[config.mk]
export PLATFORM = sky130hd
export DESIGN_NAME = lut_frac_chain
export DESIGN_NICKNAME = d
export VERILOG_FILES = /design/src/rtl/lut_frac_chain.sv
export SDC_FILE = /design/constraint.sdc
export NUM_CORES = 1
export LEC_CHECK = 0
export ABC_AREA = 0
export CAP_MARGIN = 30
export CORE_MARGIN = 2
export CORE_UTILIZATION = 57
export CTS_CLUSTER_DIAMETER = 100
export DETAILED_ROUTE_END_ITERATION = 7
export GPL_TIMING_DRIVEN = 1
export PLACE_DENSITY = 0.88
export SLEW_MARGIN = 20
export SYNTH_ARGS = -nofsm -noshare
export SYNTH_HDL_FRONTEND = slang
export SYNTH_SLANG_ARGS = --single-unit
[constraint.sdc]
create_clock -name cclk -period 3.5 [get_ports cclk]
set_input_delay 0.7 -clock cclk [delete_from_list [all_inputs] [get_ports cclk]]
set_output_delay 0.7 -clock cclk [all_outputs]
set_load 0.02 [all_outputs]
[src/rtl/lut_frac_chain.sv]
// lut_frac_chain
//   Fracturable K-input LUT whose truth table is loaded through a word-wide
//   serial configuration chain. The table can be read as one K-input LUT or
//   as two (K-1)-input LUTs that share addr[K-2:0] (fractured mode). Words
//   leaving the bottom of the table are presented on config_out so several
//   LUTs can be daisy-chained inside a CLB.
//
//   Optional feature macro: LUT_FRAC_REG_OUT_EN
//     defined   -> out/out_hi registered on cclk (1-cycle lookup latency)
//     undefined -> out/out_hi combinational (zero latency)
//
// Ports
//   cclk        in   clock for config shifting and optional output register
//   rst         in   asynchronous, active-high reset
//   addr        in   LUT address [INPUTS-1:0]
//   fracture    in   1 = two (K-1)-LUTs, 0 = one K-LUT
//   out         out  full-LUT output, or low-half output when fractured
//   out_hi      out  high-half output when fractured, else 0
//   cen         in   config shift enable
//   config_in   in   config word in [CONFIG_WIDTH-1:0]
//   config_out  out  word shifted out of the table, to next LUT config_in
//   config_done out  full table has been loaded since reset
module lut_frac_chain #(
    parameter int unsigned INPUTS       = 5,
    parameter int unsigned MEM_SIZE     = 2 ** INPUTS,
    parameter int unsigned CONFIG_WIDTH = 8
) (
    input  logic                    cclk,
    input  logic                    rst,
    input  logic [INPUTS-1:0]       addr,
    input  logic                    fracture,
    output logic                    out,
    output logic                    out_hi,
    input  logic                    cen,
    input  logic [CONFIG_WIDTH-1:0] config_in,
    output logic [CONFIG_WIDTH-1:0] config_out,
    output logic                    config_done
);

    localparam int unsigned WORDS = MEM_SIZE / CONFIG_WIDTH;
    localparam int unsigned CNT_W = $clog2(WORDS + 1);

    // Elaboration-time parameter sanity checks
    if (INPUTS < 2) begin : g_bad_inputs
        $error("lut_frac_chain: INPUTS must be >= 2");
    end
    if (MEM_SIZE != 2 ** INPUTS) begin : g_bad_mem_size
        $error("lut_frac_chain: MEM_SIZE must equal 2**INPUTS");
    end
    if ((MEM_SIZE % CONFIG_WIDTH) != 0) begin : g_bad_cfg_width
        $error("lut_frac_chain: MEM_SIZE must be a multiple of CONFIG_WIDTH");
    end

    logic [MEM_SIZE-1:0]     mem_q, mem_d;
    logic [CONFIG_WIDTH-1:0] config_out_q, config_out_d;
    logic [CNT_W-1:0]        word_cnt_q, word_cnt_d;
    logic                    config_done_q, config_done_d;

    // Table contents after one shift: new word enters at the top
    logic [MEM_SIZE-1:0] mem_shift_c;
    if (WORDS == 1) begin : g_single_word
        assign mem_shift_c = config_in;
    end else begin : g_multi_word
        assign mem_shift_c = {config_in, mem_q[MEM_SIZE-1:CONFIG_WIDTH]};
    end

    // Config chain next-state; count saturates so done survives pass-through shifting
    always_comb begin
        mem_d         = mem_q;
        config_out_d  = config_out_q;
        word_cnt_d    = word_cnt_q;
        config_done_d = config_done_q;
        if (cen) begin
            mem_d        = mem_shift_c;
            config_out_d = mem_q[CONFIG_WIDTH-1:0];
            if (word_cnt_q != CNT_W'(WORDS)) begin
                word_cnt_d = word_cnt_q + CNT_W'(1);
            end
        end
        if (word_cnt_d == CNT_W'(WORDS)) begin
            config_done_d = 1'b1;
        end
    end

    always_ff @(posedge cclk or posedge rst) begin
        if (rst) begin
            mem_q         <= '0;
            config_out_q  <= '0;
            word_cnt_q    <= '0;
            config_done_q <= 1'b0;
        end else begin
            mem_q         <= mem_d;
            config_out_q  <= config_out_d;
            word_cnt_q    <= word_cnt_d;
            config_done_q <= config_done_d;
        end
    end

    assign config_out  = config_out_q;
    assign config_done = config_done_q;

    // Lookup: fractured halves share the low address bits, top bit selects half
    logic [INPUTS-1:0] lo_idx_c, hi_idx_c;
    logic              full_c, lo_c, hi_c;
    logic              out_c, out_hi_c;

    always_comb begin
        lo_idx_c = {1'b0, addr[INPUTS-2:0]};
        hi_idx_c = {1'b1, addr[INPUTS-2:0]};
        full_c   = mem_q[addr];
        lo_c     = mem_q[lo_idx_c];
        hi_c     = mem_q[hi_idx_c];
        // Outputs held low until the whole table is present
        out_c    = config_done_q & (fracture ? lo_c : full_c);
        out_hi_c = config_done_q & fracture & hi_c;
    end

`ifdef LUT_FRAC_REG_OUT_EN
    logic out_q, out_d;
    logic out_hi_q, out_hi_d;

    always_comb begin
        out_d    = out_c;
        out_hi_d = out_hi_c;
    end

    always_ff @(posedge cclk or posedge rst) begin
        if (rst) begin
            out_q    <= 1'b0;
            out_hi_q <= 1'b0;
        end else begin
            out_q    <= out_d;
            out_hi_q <= out_hi_d;
        end
    end

    assign out    = out_q;
    assign out_hi = out_hi_q;
`else
    assign out    = out_c;
    assign out_hi = out_hi_c;
`endif

endmodule

# Word-level counts from Yosys, hierarchy flattened
# Cells that the tools add are included.
# Widths: inputs -> output; s select.
[word_totals]
register_bits = 44
input_bits = 17
output_inout_bits = 11
wordCells = 22
[op_classes]
addsub = 1
order_cmp = 3
n_eq_ne = 2
mux = 9
bitwise = 3
[ops]
columns = ["cell", "n"]
rows = [
  ["$lt 5x6->1 const B", 2],
  ["$bmux 1 s4", 2],
  ["$lt 4x6->1 const B", 1],
  ["$mux 3", 2],
  ["$bmux 1 s5", 1],
  ["$mux 1", 4],
  ["$add 3x1->3 const B", 1],
  ["$and 1x1->1", 3],
  ["$eq 3x3->1 const B", 1],
  ["$ne 3x3->1 const B", 1],
]

# Logic depth before layout (Yosys ltp)
# Gate-level depths: netlist (run 1).
[depth]
depth_word = 4
ltp_mapped = 6
ltp_nobuf = 6

# Least setup slack after synthesis (run 1)
# OpenSTA, ideal clock, no wires.
[synth_path]
path_kind = "input to output"
startpoint = "in addr[0]"
endpoint = "out out"
arrival_time_ps = 1820
setup_slack_ps = 980
cell_stages = 5
path_buffers = 1
path_cell_list = "buf_6 -> mux4_2 -> mux2i_1 -> a22oi_1 -> and4_1"
[synth_between]
elab_chain_cells = 4
[synth_rtl]
columns = ["item", "line", "source"]
rows = [
  ["start, declared", "30", "input logic [INPUTS-1:0] addr,"],
  ["$bmux 1 s5 or $bmux 1 s4 (tied branches)", "110, 111", ""],
  ["$mux 1 (on tied branches)", "110, 111", ""],
  ["$mux 1 *", "114", "out_c = config_done_q & (fracture ? lo_c : full_c);"],
  ["$and 1x1->1 *", "114", ""],
  ["end, declared", "32", "output logic out,"],
]
# Mark *: on every way between the ends. The rest lies on a longest branch, timed or not. The select of a mux whose other input is x is not followed.

# Worst setup path after layout (run 1)
[layout_path]
startpoint = "in addr[2]"
endpoint = "out out"
# Same word-level chain as after synthesis.

==> impl_summary.md, run 1 <==
Cells and area
The final standard cell area without fillers is 0.00238 mm2. Relative to the synthesized area, the layout overhead comes to 20.0%. The final net count is 181.

The repair_antennas step left the layout with diodes totalling 0. Leaving out fill and tap cells, the most frequent cell in the layout is dfrtp_1. Measured on the finished design, the core utilization comes to 71.4%.

The library cells used most frequently in the layout, excluding fill and tap cells, are dfrtp_1, mux2_2, clkdlybuf4s50_1, buf_4, mux4_2. Once layout is complete, the cells apart from fillers number 209. The proportion of layout cells with a drive suffix above 1 is 38.7%.

Placed design
The detailed-placement wirelength estimate is 2570 um. The post-placement cell count is 201. Summing all placed instances gives a cell area of 0.00232 mm2. Timing analysis after detailed placement gives a worst setup slack of -0.147 ns. Routability-driven placement finished with a final weighted congestion of 0.745.

The quantity of I/O buffers inserted on ports is 27.

Synth
After synthesis the netlist holds a flip-flop and latch count of 44. After synthesis, flip-flops and latches occupy 55.5% of the total area. The synthesized netlist contains 24 unique library cells. The number of nets in the synthesized netlist is 147. The combined area of all synthesized cells is 0.00198 mm2. Counting every instance in the synthesized netlist gives 128. During synthesis, Yosys emitted a total of 0 warnings. In this run the mean area of a mapped cell was 15.5 um2.

Floorplanning
The horizontal die dimension is 63.0 um. The die is 63.0 um tall. The region available for standard cell placement spans 0.00334 mm2. The die covers 0.00397 mm2. The number of standard-cell rows in the floorplan is 21. The boundary pin count is 28.

For this configuration, the core starts out at a cell density of 59.5%.

Power
Cell internal power was estimated by the tool at 929 uW. Per report_power, the combinational group accounts for 28.4% of the total. Total power for the finished layout comes to 1.31 mW. VDD sags by at most 392 uV. The leakage power total is 1.01 nW. The switching fraction of total power is 29.3%. The clock network fraction of design power is 19.2%.

The power density of the placed cells is 552 mW/mm2. Sequential cells account for 52.4% of the total power. The analysis attributes to net switching a power of 385 uW.

Clocking
The clock reaches the later pin of the worst-skew pair after 0.35 ns. TritonCTS built the clock tree. The number of H-tree levels is 2.

Clock-pin slew was measured on the worst setup and hold paths at 0.12 ns. The number of setup buffers added after CTS is 0. The number of clock sinks seen by CTS is 44. The maximum buffer depth of the clock tree is 2. The buffer type at the clock tree root is clkbuf_4. Post-CTS repair changed the size of 3 cells. The number of hold buffers added after CTS was 0. The number of buffers created by CTS is 5.

Route
The post-detailed-route count of antenna-violating nets is 0. The number of search-and-repair iterations in the first detailed-routing pass is 4. For this block, the routed nets add up to 3380 um of wire.

The via count is 1153. The number of DRC violations after detailed-routing iteration 0 is 47. After detailed routing, the number of remaining DRC violations is 0. The via count normalized by instance count is 5.52. After detailed routing, the average wire length per cell comes to 16.2 um.

Worst setup path
For the worst setup path, the data required time is 2.80 ns. The worst setup path is captured at an output port. The launch point of the worst path is addr[2]. The worst register-to-register path begins at word_cnt_q[0]$_DFF_PP0_. STA classifies the critical path startpoint as a primary input. Data on the critical path arrives at its endpoint at 2.72 ns.

The category of the most critical setup path is primary input to output port. The largest fanout of any net on the critical path is 5. The number of cell instances on the worst register-to-register path is 6.

STA
Dividing the final minimum period by the clock period gives 97.7%. The worst setup slack after layout is 0.0790 ns. Subtracting the final worst setup slack from the clock period gives 3.42 ns. Across all hold checks on the routed design, the worst slack comes to 0.519 ns.

After routing, the total negative slack on setup checks comes to 0 ns. The achievable frequency is 0.292 GHz. The actual slew at the worst max-slew pin is 0.494 ns. The count of pins over their slew limit is 0.

The number of hold violations in the final report came to 0. The count of final setup violators is 0. The relative slew slack is 67.1%.

Setup repair after global routing left no endpoint under its margin. Across the routed clock network, the largest skew measured is 0.00784 ns.

Worst hold path
The startpoint of the lowest-slack hold path is config_out[1]$_DFFE_PP0P_. The class of the most critical hold timing path is flop to flop. The depth of the worst hold-timing path is 1.

Global route
The all-layer global routing usage is 20.1%. The leftover overflow at the end of global routing is 0. The number of global-route vias before repair is 1307.

The wire length of the first global-routing pass is 6020 um. Entering global routing, the biggest net connects 25 pins. The number of antenna violations at the first check in global routing is 0.

Run status
The run finished with clean final reports.

Job
The number of max-capacitance violations reported is 0.
==> state kept, by name, summed over array words and instances (netlist names) <==
signal	count
word_cnt_q	3
mem_q	32
config_done	1
config_out	8
==> power groups by stage <==
stage	Combinational, mW	Clock (mW)	Sequential (mW)
after floorplan	0.220	0	0.709
after global placement	0.356	0	0.692
after detailed placement	0.380	0	0.702
after CTS	0.380	0.263	0.691
after global routing	0.411	0.283	0.706
final	0.373	0.252	0.689
==> worst max-delay path, stage by stage <==
cell             delay [ns]
clkdlybuf4s50_1        0.56
buf_4                  0.16
buf_4                  0.13
mux4_2                 0.29
mux2i_1                0.21
a22oi_1                0.12
and4_1                 0.22
dlygate4sd2_1          0.32
==> cell families after synthesis <==
family,count (synthesis),synth area share [%]
multiplexers,53,34.7
flip-flops,44,55.5
buffers and inverters,11,3.09
AND/OR/NAND/NOR,11,3.09
AO/OA/AOI/OAI,6,1.95
adder cells (fa/ha/maj),2,1.26
XOR/XNOR,1,0.441
==> final cells by class <==
class | count | area, um2
inverters | 3 | 11.3
repair buffers | 35 | 323
clock buffers | 7 | 55.1
fillers | 252 | 956
clock inverters | 1 | 7.51
flip-flops and latches | 44 | 1100
multi-input cells | 73 | 826
well taps | 46 | 57.6
==> synthesized netlist by cell type, drive strengths merged <==
| cell type | count | area share, % |
|---|---|---|
| nand3 | 2 | 0.50 |
| xnor2 | 1 | 0.44 |
| inv | 3 | 0.57 |
| mux2i | 5 | 2.5 |
| nand2b | 2 | 0.63 |
| clkbuf | 2 | 0.38 |
| a22oi | 1 | 0.38 |
| mux2 | 40 | 23 |
| ha | 2 | 1.3 |
| and3 | 1 | 0.32 |
| mux4 | 8 | 9.5 |
| o21bai | 1 | 0.38 |
| and4 | 1 | 0.44 |
| a21boi | 1 | 0.38 |
| o21ai | 1 | 0.25 |
| a21oi | 1 | 0.25 |
| dfrtp | 44 | 55 |
| nor2b | 2 | 0.63 |
| a31oi | 1 | 0.32 |
| nand2 | 1 | 0.19 |
| buf | 6 | 2.1 |
| nor2 | 2 | 0.38 |
==> path summary, 6_finish.rpt <==
| kind | endpoint | slack (ns) |
|---|---|---|
| min reg2reg | config_out[1]$_DFFE_PP0P_ | 0.52 |
| min in group asynchronous | mem_q[24]$_DFFE_PP0P_ | 0.60 |
| max | out | 0.08 |
| max in group asynchronous | mem_q[14]$_DFFE_PP0P_ | 2.31 |
| max reg2reg | config_done$_DFFE_PP0N_ | 2.11 |
| min | config_out[1]$_DFFE_PP0P_ | 0.52 |
==> per-layer routing <==
metal  vias up  part of all wire, %  track usage [%]
met4         0                  1.5             5.83
met2        21                   54             35.0
li1        540                    -                -
met5         -                    0                0
met1       586                   40             24.3
met3         6                  4.0             5.59
Note: power is estimated with default switching activity, not from simulation.
==> run 2, diff against run 1 <==
--- a/config.mk
+++ b/config.mk
@@ -7,12 +7,13 @@
 export LEC_CHECK = 0
 export ABC_AREA = 0
 export CAP_MARGIN = 30
+export CORE_ASPECT_RATIO = 1.25
 export CORE_MARGIN = 2
-export CORE_UTILIZATION = 57
+export CORE_UTILIZATION = 48
 export CTS_CLUSTER_DIAMETER = 100
 export DETAILED_ROUTE_END_ITERATION = 7
 export GPL_TIMING_DRIVEN = 1
-export PLACE_DENSITY = 0.88
+export PLACE_DENSITY = 0.79
 export SLEW_MARGIN = 20
 export SYNTH_ARGS = -nofsm -noshare
 export SYNTH_HDL_FRONTEND = slang
==> constraint.sdc (replaced) <==
create_clock -name cclk -period 2.9 [get_ports cclk]
set_input_delay 0.58 -clock cclk [delete_from_list [all_inputs] [get_ports cclk]]
set_output_delay 0.58 -clock cclk [all_outputs]
set_load 0.02 [all_outputs]
==> run 2 against run 1 <==
Net effect: first-iteration DRC count decreased by 26%; non-clock buffer count stayed put; count of clock-buffer cells in the layout shrank 1; global-route usage is 3.9 points lower; clock power up 92%; hold slack got worse by 0.0082 ns; cell count up 4.8%; critical endpoint unchanged; largest cell class unchanged.
==> impl_summary.md, run 2 (synthesized netlist as in run 1, its figures left out) <==
Run status
The run finished with clean final reports.

Route
After the first detailed-routing iteration, the DRC count stood at 35. For this run, the detailed router's first-pass iteration total came to 4. After detailed routing, the number of remaining DRC violations is 0.

The routed design has 3290 um of wire. The via count normalized by instance count is 5.22. After detailed routing, the average wire length per cell comes to 15.0 um. The routed layout has 1144 vias. The post-detailed-route count of antenna-violating nets is 0.

Power
Per report_power, the clock group accounts for 27.5% of the total. The sequential cell fraction of total power is 47.3%. IR analysis of the VDD net gives a maximum drop of 355 uV. The switching fraction of total power is 27.1%. The analysis attributes to net switching a power of 476 uW. The leakage power total is 1.04 nW. Of the total power, combinational logic draws 25.2%. In this run the power density over the cells is 721 mW/mm2. The cell-internal power is 1.28 mW.

Placed design
Timing analysis after detailed placement gives a worst setup slack of -0.489 ns. The detailed-placement wirelength estimate is 2430 um. The number of placed instances, taps included, is 211. The quantity of I/O buffers inserted on ports is 27. Routability-driven placement finished with a final weighted congestion of 0.740.

Worst setup path
The number of buffers and inverters on the critical path is 2. The largest fanout of any net on the critical path is 3. The top cell family by delay on the critical path is multiplexers. STA puts the critical path data arrival time at 2.17 ns. The critical path goes through dlygate4sd2_1 -> mux4_2 -> mux2i_1 -> a22oi_1 -> and4_1 -> dlygate4sd2_1.

Across all register-to-register paths, the minimum setup slack is 1.55 ns. The critical path crosses 6 cells after its start point. The required time of the worst setup path is 2.32 ns. The cell type with the highest occurrence count on the critical path is dlygate4sd2_1.

The biggest cell delay along the critical path is 0.54 ns. The category of the most critical setup path is primary input to output port. Counting cells, the worst reg-to-reg path comes to 6. The worst register-to-register path begins at word_cnt_q[0]$_DFF_PP0_. The slowest cell on the critical path is mux4_2.

In this run the critical register-to-register path is captured at config_done$_DFFE_PP0N_. The worst setup path is launched from a primary input. STA classifies the critical path endpoint as an output port.

STA
The count of pins over their slew limit is 0. The sum of negative setup slack is 0 ns. The relative slew slack is 54.6%.

The worst hold slack across all endpoints is 0.510 ns. For this run, the top clock speed supported by timing is 0.363 GHz. The number of hold violations in the final report came to 0.

Setup repair after global routing left no endpoint under its margin. The worst path uses 94.9% of the clock period. The actual slew at the worst max-slew pin is 0.681 ns.

The final clock skew is 0.0115 ns. Setup violations remaining at the end of the flow were counted as 0. The shortest period the worst path allows is 2.75 ns. The worst setup slack after layout is 0.148 ns.

Clocking
The number of clock sinks seen by CTS is 44. The total of hold buffers inserted after clock tree synthesis is 0. The clock transition at the registers of the reported paths is 0.09 ns.

CTS placed an instance of clkbuf_8 at the clock tree root. The number of H-tree levels is 2. Clock latency on the worst-skew pair, taken at its later pin, is 0.30 ns. The clock tree from TritonCTS is done. The number of buffers created by CTS is 5. The clock passes through at most 2 buffers.

Worst hold path
The path class of the tightest hold or removal check is flop to flop. The worst hold path terminates at config_out[1]$_DFFE_PP0P_. The startpoint of the lowest-slack hold path is config_out[1]$_DFFE_PP0P_.

The depth of the worst hold-timing path is 1.

Floorplanning
The initial cell density of the core is 49.2%. The total area inside the core boundary comes to 0.00403 mm2. The die outline area is 0.00467 mm2. Measured along the y axis, the die boundary spans 75.9 um. The horizontal die dimension is 61.5 um.

In this run the count of I/O pins placed on the die edge is 28. The number of standard-cell rows in the floorplan is 26.

Global route
The number of global-route vias before repair came to 1123. The leftover overflow at the end of global routing is 0. Global routing used 16.2% of the available tracks. The first global-routing pass estimated 5390 um of wire. The most congested layer reported by global routing is met2. The maximum number of pins on one net before global-route repair is 45.

The global routing met1 resource utilization is 21.6%. The number of antenna violations at the first check in global routing is 0. The fraction of met3 tracks used by global routing is 4.41%.

The global-route track usage on met2 is 25.1%.

Cells and area
Leaving out fill and tap cells, the most frequent cells in the layout are dfrtp_1, mux2_2, clkdlybuf4s50_1, buf_4. Cells with a size suffix above 1 make up 40.5% of the layout. The number of antenna repair diodes is 0. The area growth from synthesis to layout is 23.0%. The number of flip-flops in the largest register is 32. More flip-flops sit in one register than any other, and that register is mem_q.

The non-filler instance count after layout is 219. The net count of the finished layout is 181. The most common library cell in the layout ignoring fill and taps is dfrtp_1.

Job
The number of max-capacitance violations reported is 0.
## run 2: cell types whose count changed in the layout (fill, tap and decap cells not counted)
cell             change
bufinv_16            +1
clkbuf_1             -1
clkbuf_2             +2
clkbuf_4             -5
clkbuf_8             +5
clkdlybuf4s50_1      -3
clkinv_4             +1
clkinvlp_4           -1
dlygate4sd2_1        +1
## run 2: metal layers
layer | vias to the layer above | wire, um
met4 | 0 | 51
met2 | 24 | 1700
met1 | 576 | 1380
met3 | 6 | 154
li1 | 538 | -
met5 | - | 0
## run 2: power by group through the flow
| stage | Clock [mW] | Combinational (mW) | Sequential [mW] |
|---|---|---|---|
| global placement | 0 | 0.429 | 0.834 |
| CTS | 0.498 | 0.451 | 0.833 |
| global route | 0.522 | 0.485 | 0.848 |
| floorplan | 0 | 0.265 | 0.855 |
| detailed placement | 0 | 0.453 | 0.846 |
| finish | 0.484 | 0.444 | 0.831 |
## run 2: how the worst max path moves through the flow
| stage | endpoint | from | slack, ns |
|---|---|---|---|
| global route | out | addr[3] | 0.07 |
| detailed placement | out | addr[0] | -0.49 |
| global placement | out | addr[0] | -0.44 |
| finish | out | addr[3] | 0.15 |
| CTS | out | addr[0] | 0.0008 |
| floorplan | out | addr[0] | 0.62 |
## run 2: area by class of cell
class / instances / area [um2]
Tap cell: 56 / 70.1
Clock inverter: 2 / 38.8
Multi-Input combinational cell: 73 / 826
Timing Repair Buffer: 35 / 312
Fill cell: 347 / 1590
Clock buffer: 6 / 82.6
Sequential cell: 44 / 1100
Inverter: 3 / 11.3
## run 2: metrics by stage
step / utilization (%) / power, mW / instance area [um2]
final: 60.5 / 1.76 / 2440
after global routing: 60.5 / 1.86 / 2440
after CTS: 60.7 / 1.78 / 2450
after detailed placement: 57.8 / 1.30 / 2330
after global placement: 57.8 / 1.26 / 2330
after floorplan: - / 1.12 / 1980
## run 2: what timing repair did
item                                    CTS  global route
buffers inserted                          0             0
endpoints found under the setup margin    2             2
resized for setup                         6             4
==> edit 1: new RTL, config.mk and constraints of run 1 <==
The option `LUT_FRAC_REG_OUT_EN` is turned on by a define.
--- a/src/rtl/lut_frac_chain.sv
+++ b/src/rtl/lut_frac_chain.sv
@@ -21,4 +21,6 @@
 //   config_out  out  word shifted out of the table, to next LUT config_in
 //   config_done out  full table has been loaded since reset
+`define LUT_FRAC_REG_OUT_EN
+
 module lut_frac_chain #(
     parameter int unsigned INPUTS       = 5,
Check against the original RTL: not equivalent (a bounded check fails within 10 cycles, from zero or initial values and one cycle with rst high).
==> edit 1 against run 1 <==
Routed wire length increased by 1.6%. Cell area increased by 1.2%. Critical path type is now in -> reg. Global-route usage decreased by 0.55 points. Largest cell class unchanged. Maximum frequency increased by 47%. Critical endpoint is now out. Area after synthesis increased by 2.5%. Non-clock buffer count decreased by 5. Clock skew decreased by 2.3 ps. Synthesized cell count increased by 1.6%. Sequential cell count increased by 2. Total power increased by 3.2%. Worst setup slack improved by 1100 ps.
==> edit 1: results (changes against run 1) <==
Global routing
  – Vias in the first global route: 1282 (-1.9%)
  – M2 GR Usage: 30.9% (-4.1 points)
  – GRT Overall Usage: 19.5% (-0.55 points)
  – First-pass GRT wire length: 6.00 mm (-0.45%)
  – Global routing usage on met3: 6.16% (+0.58 points)

Timing
  – Final worst clock skew: 5.49 ps (-2.34 ps)
  – Relative slew slack: 67.5% (+0.39 points)

Place
  – Dpl ws: 803 ps (+950 ps)
  – RePlAce Congestion: 0.768 (+3.1%)
  – Placed Cells: 198 (-1.5%)
  – Dpl cell area: 2350 µm² (+1.4%)

Cells and area
  – Multi-input combinational area share: 34.1% (-0.57 points)
  – Signal buf overhead: 12.8% (-0.78 points)
  – FILL cells: 229 (-9.1%)
  – ClkCell Share: 2.49% (-0.14 points)
  – # nets final: 178 (-1.7%)
  – Signal buffers: 30 (-14%)
  – Fraction of layout cells with a size suffix above 1: 35.6% (-3.0 points)
  – Fraction of area in registers: 47.8% (+1.5 points)

Clocking
  – CTS-repair resized insts: 0 (-3)

Status
  – Status: completed

Pwr
  – Leakage Power: 1.02 nW (+0.56%)
  – Peak VDD IR: 0.315 mV (-20%)

Synth
  – Synth Net Count: 149 (+1.4%)
  – Post-Synth XOR/XNOR Area: 0.431% (-0.011 points)
  – Post-synthesis mux area share: 33.8% (-0.85 points)
  – Sequential share of the synthesized area: 56.6% (+1.1 points)
  – Synth Area in Compound Gates: 1.91% (-0.048 points)
  – Post-Synth Adder-Cell Area: 1.23% (-0.031 points)
  – #FFs+latches synth: 46 (+4.5%)
  – Mapped Cells: 130 (+1.6%)
  – Top cells by count, synth: dfrtp_1 (46), mux2_2 (40), mux4_2 (6)

Worst setup path
  – CP max stage delay: 740 ps (+180 ps)
  – Arrival time worst endpoint: 2590 ps (-130 ps)
  – Top delay family on crit path: multiplexers

Drt
  – Final wirelength: 3.43 mm (+1.6%)
  – Initial drt markers: 65 (+38%)
  – DR WL/cell: 16.7 µm (+3.1%)
  – Via density: 5.72 (+3.7%)
==> edit 1: power groups by stage <==
stage	clock, W	combinational [W]	sequential (W)
global placement	0	0.000351	0.000721
detailed placement	0	0.000377	0.000734
finish	0.000258	0.000375	0.000724
floorplan	0	0.000213	0.000745
global route	0.000292	0.000403	0.000739
CTS	0.000265	0.000378	0.000723
==> edit 1: worst register-to-register path: stages (launching register included) <==
cell and delay [ps]:
dfrtp_1 420, mux4_2 480, mux2i_1 270, nand3_1 120
and4_1 200
==> edit 1: worst paths after layout <==
path	startpoint	to	slack [ps]	cells after the start
max in group asynchronous	rst	mem_q[21]	2400	3
worst min-delay path	config_out[7]	config_out[7]	520	1
min in group asynchronous	rst	word_cnt_q[1]	590	2
worst max-delay path	addr[2]	out	1170	5
worst min register to register	config_out[7]	config_out[7]	520	1
worst max register to register	mem_q[31]	out	1930	4
==> edit 1: layer usage <==
metal	up-vias	wire length [µm]
met4	0	26
met3	4	175
met5	-	0
met2	42	1710
met1	598	1520
li1	534	-
==> edit 2: new RTL, flow settings as in run 1 <==
Made on the original files. Add an input register stage for `addr`, `fracture`, `cen` and `config_in`, without a reset; this delays them by one clock.
--- a/src/rtl/lut_frac_chain.sv
+++ b/src/rtl/lut_frac_chain.sv
@@ -41,4 +41,16 @@
     localparam int unsigned CNT_W = $clog2(WORDS + 1);
 
+    logic [INPUTS-1:0] addr_q;
+    logic fracture_q;
+    logic cen_q;
+    logic [CONFIG_WIDTH-1:0] config_q;
+
+    always_ff @(posedge cclk) begin
+        addr_q     <= addr;
+        fracture_q <= fracture;
+        cen_q      <= cen;
+        config_q   <= config_in;
+    end
+
     // Elaboration-time parameter sanity checks
     if (INPUTS < 2) begin : g_bad_inputs
@@ -60,7 +72,7 @@
     logic [MEM_SIZE-1:0] mem_shift_c;
     if (WORDS == 1) begin : g_single_word
-        assign mem_shift_c = config_in;
+        assign mem_shift_c = config_q;
     end else begin : g_multi_word
-        assign mem_shift_c = {config_in, mem_q[MEM_SIZE-1:CONFIG_WIDTH]};
+        assign mem_shift_c = {config_q, mem_q[MEM_SIZE-1:CONFIG_WIDTH]};
     end
 
@@ -71,5 +83,5 @@
         word_cnt_d    = word_cnt_q;
         config_done_d = config_done_q;
-        if (cen) begin
+        if (cen_q) begin
             mem_d        = mem_shift_c;
             config_out_d = mem_q[CONFIG_WIDTH-1:0];
@@ -106,12 +118,12 @@
 
     always_comb begin
-        lo_idx_c = {1'b0, addr[INPUTS-2:0]};
-        hi_idx_c = {1'b1, addr[INPUTS-2:0]};
-        full_c   = mem_q[addr];
+        lo_idx_c = {1'b0, addr_q[INPUTS-2:0]};
+        hi_idx_c = {1'b1, addr_q[INPUTS-2:0]};
+        full_c   = mem_q[addr_q];
         lo_c     = mem_q[lo_idx_c];
         hi_c     = mem_q[hi_idx_c];
         // Outputs held low until the whole table is present
-        out_c    = config_done_q & (fracture ? lo_c : full_c);
-        out_hi_c = config_done_q & fracture & hi_c;
+        out_c    = config_done_q & (fracture_q ? lo_c : full_c);
+        out_hi_c = config_done_q & fracture_q & hi_c;
     end
 
Check against the original RTL: not equivalent (a bounded check fails within 10 cycles, from zero or initial values and one cycle with rst high).
==> edit 2 against run 1 <==
Synthesized cell count rose by 12%. Global-route usage grew 0.38 points. Routed wire length up 11%. Worst setup slack better by 260 ps. Cell area is 15% higher. Area after synthesis up 15%. Sequential power up 28%. Sequential cell count rose by 15. Non-clock buffer count down 6. Total power increased by 34%. Largest cell class unchanged. Highest routed layer unchanged.
==> edit 2: results (changes against run 1) <==
Drt
  – M1 WL: 1.65 mm (+22%)
  – Vias: 1235 (+7.1%)
  – Initial drt markers: 51 (+8.5%)
  – Met3 WL: 212 µm (+56%)
  – Met2 wire len: 1.84 mm (-0.11%)
  – DR WL/cell: 16.3 µm (+0.88%)
  – Final wirelength: 3.75 mm (+11%)

Cells and area
  – Fraction of layout cells with a size suffix above 1: 33.9% (-4.8 points)
  – FILL cells: 284 (+13%)
  – # nets final: 194 (+7.2%)

Clocking
  – H-tree depth: 3 (+1)
  – Clk_lat worst skew: 330 ps (-20 ps)
  – Clock transition at path regs: 60 ps (-60 ps)
  – Root buf cell: clkbuf_8
  – TritonCTS buffer count: 9 (+4)
  – CTS-repair resized insts: 0 (-3)

Worst setup path
  – R2r startpoint: cen_q
  – Max FO, Critical Path: 6 (+1)
  – Crit. Startpoint: addr_q[0]
  – CP max-delay cell: mux4_2
  – Arrival time worst endpoint: 2460 ps (-260 ps)
  – Worst R2R End: mem_q[1]

Synth
  – Top cells by count, synth: dfrtp_1 (44), mux2_2 (40), dfxtp_1 (15)
  – Sequential share of the synthesized area: 61.3% (+5.9 points)
  – Post-synthesis mux area share: 30.1% (-4.6 points)
  – Yosys cell types: 25 (+4.2%)
  – Synth Area in Compound Gates: 1.70% (-0.26 points)
  – Post-Synth Adder-Cell Area: 1.10% (-0.17 points)
  – Post-Synth XOR/XNOR Area: 0.383% (-0.058 points)
  – Ys async rst share: 74.6% (-25 points)
  – Area contributors post-synth: dfrtp_1 (48%), mux2_2 (20%), dfxtp_1 (13%), mux4_2 (5.9%), mux4_1 (2.3%)

Pwr
  – Sequential group power: 0.000884 W (+28%)
  – Net switching power: 0.000476 W (+24%)
  – Peak VDD IR: 0.324 mV (-17%)
  – Comb pwr: 0.000361 W (-3%)
  – Pwr Density: 641 nW/µm² (+16%)

Global routing
  – Vias in the first global route: 1271 (-2.8%)
  – GR met1 Demand/Resource: 25.8% (+1.5 points)
  – First-pass GRT wire length: 6.29 mm (+4.5%)
  – Largest net degree at the start of global routing: 45 (+80%)
  – GRT Overall Usage: 20.4% (+0.38 points)
  – M2 GR Usage: 30.6% (-4.4 points)

Status
  – Status: completed

Timing
  – Period Utilization, post-route: 90.3% (-7.4 points)

Place
  – Dpl ws: 685 ps (+832 ps)
  – Dpl cell area: 2580 µm² (+11%)
  – Placed Cells: 214 (+6.5%)

Floorplan
  – Core area: 3910 µm² (+17%)
[edit 2: area by class of cell]
cell class                 instances  area [µm²]  share of cell area [%]
clock buffer                      13         149                    5.42
inverter                           3        11.3                   0.410
sequential                        59        1400                    51.0
clock inverter                     3        15.0                   0.547
timing repair buffer              29         285                    10.4
tap                               50        62.6                    2.28
multi-input combinational         73         822                    29.9
[edit 2: how the worst min path moves through the flow]
| stage | startpoint | to | slack, ps |
|---|---|---|---|
| floorplan | config_q[0] | mem_q[24] | 440 |
| global placement | config_q[2] | mem_q[26] | 440 |
| detailed placement | config_q[3] | mem_q[27] | 450 |
| CTS | config_q[3] | mem_q[27] | 460 |
| global route | config_q[3] | mem_q[27] | 480 |
| finish | config_q[3] | mem_q[27] | 460 |
[edit 2: worst max-delay path: cells and delay by family, from the launching register on]
kind / cells / cell delay [ps]
buffers and inverters: 1 / 530
AND/OR/NAND/NOR: 1 / 210
multiplexers: 2 / 760
AO/OA/AOI/OAI: 1 / 110
flip-flops: 1 / 520
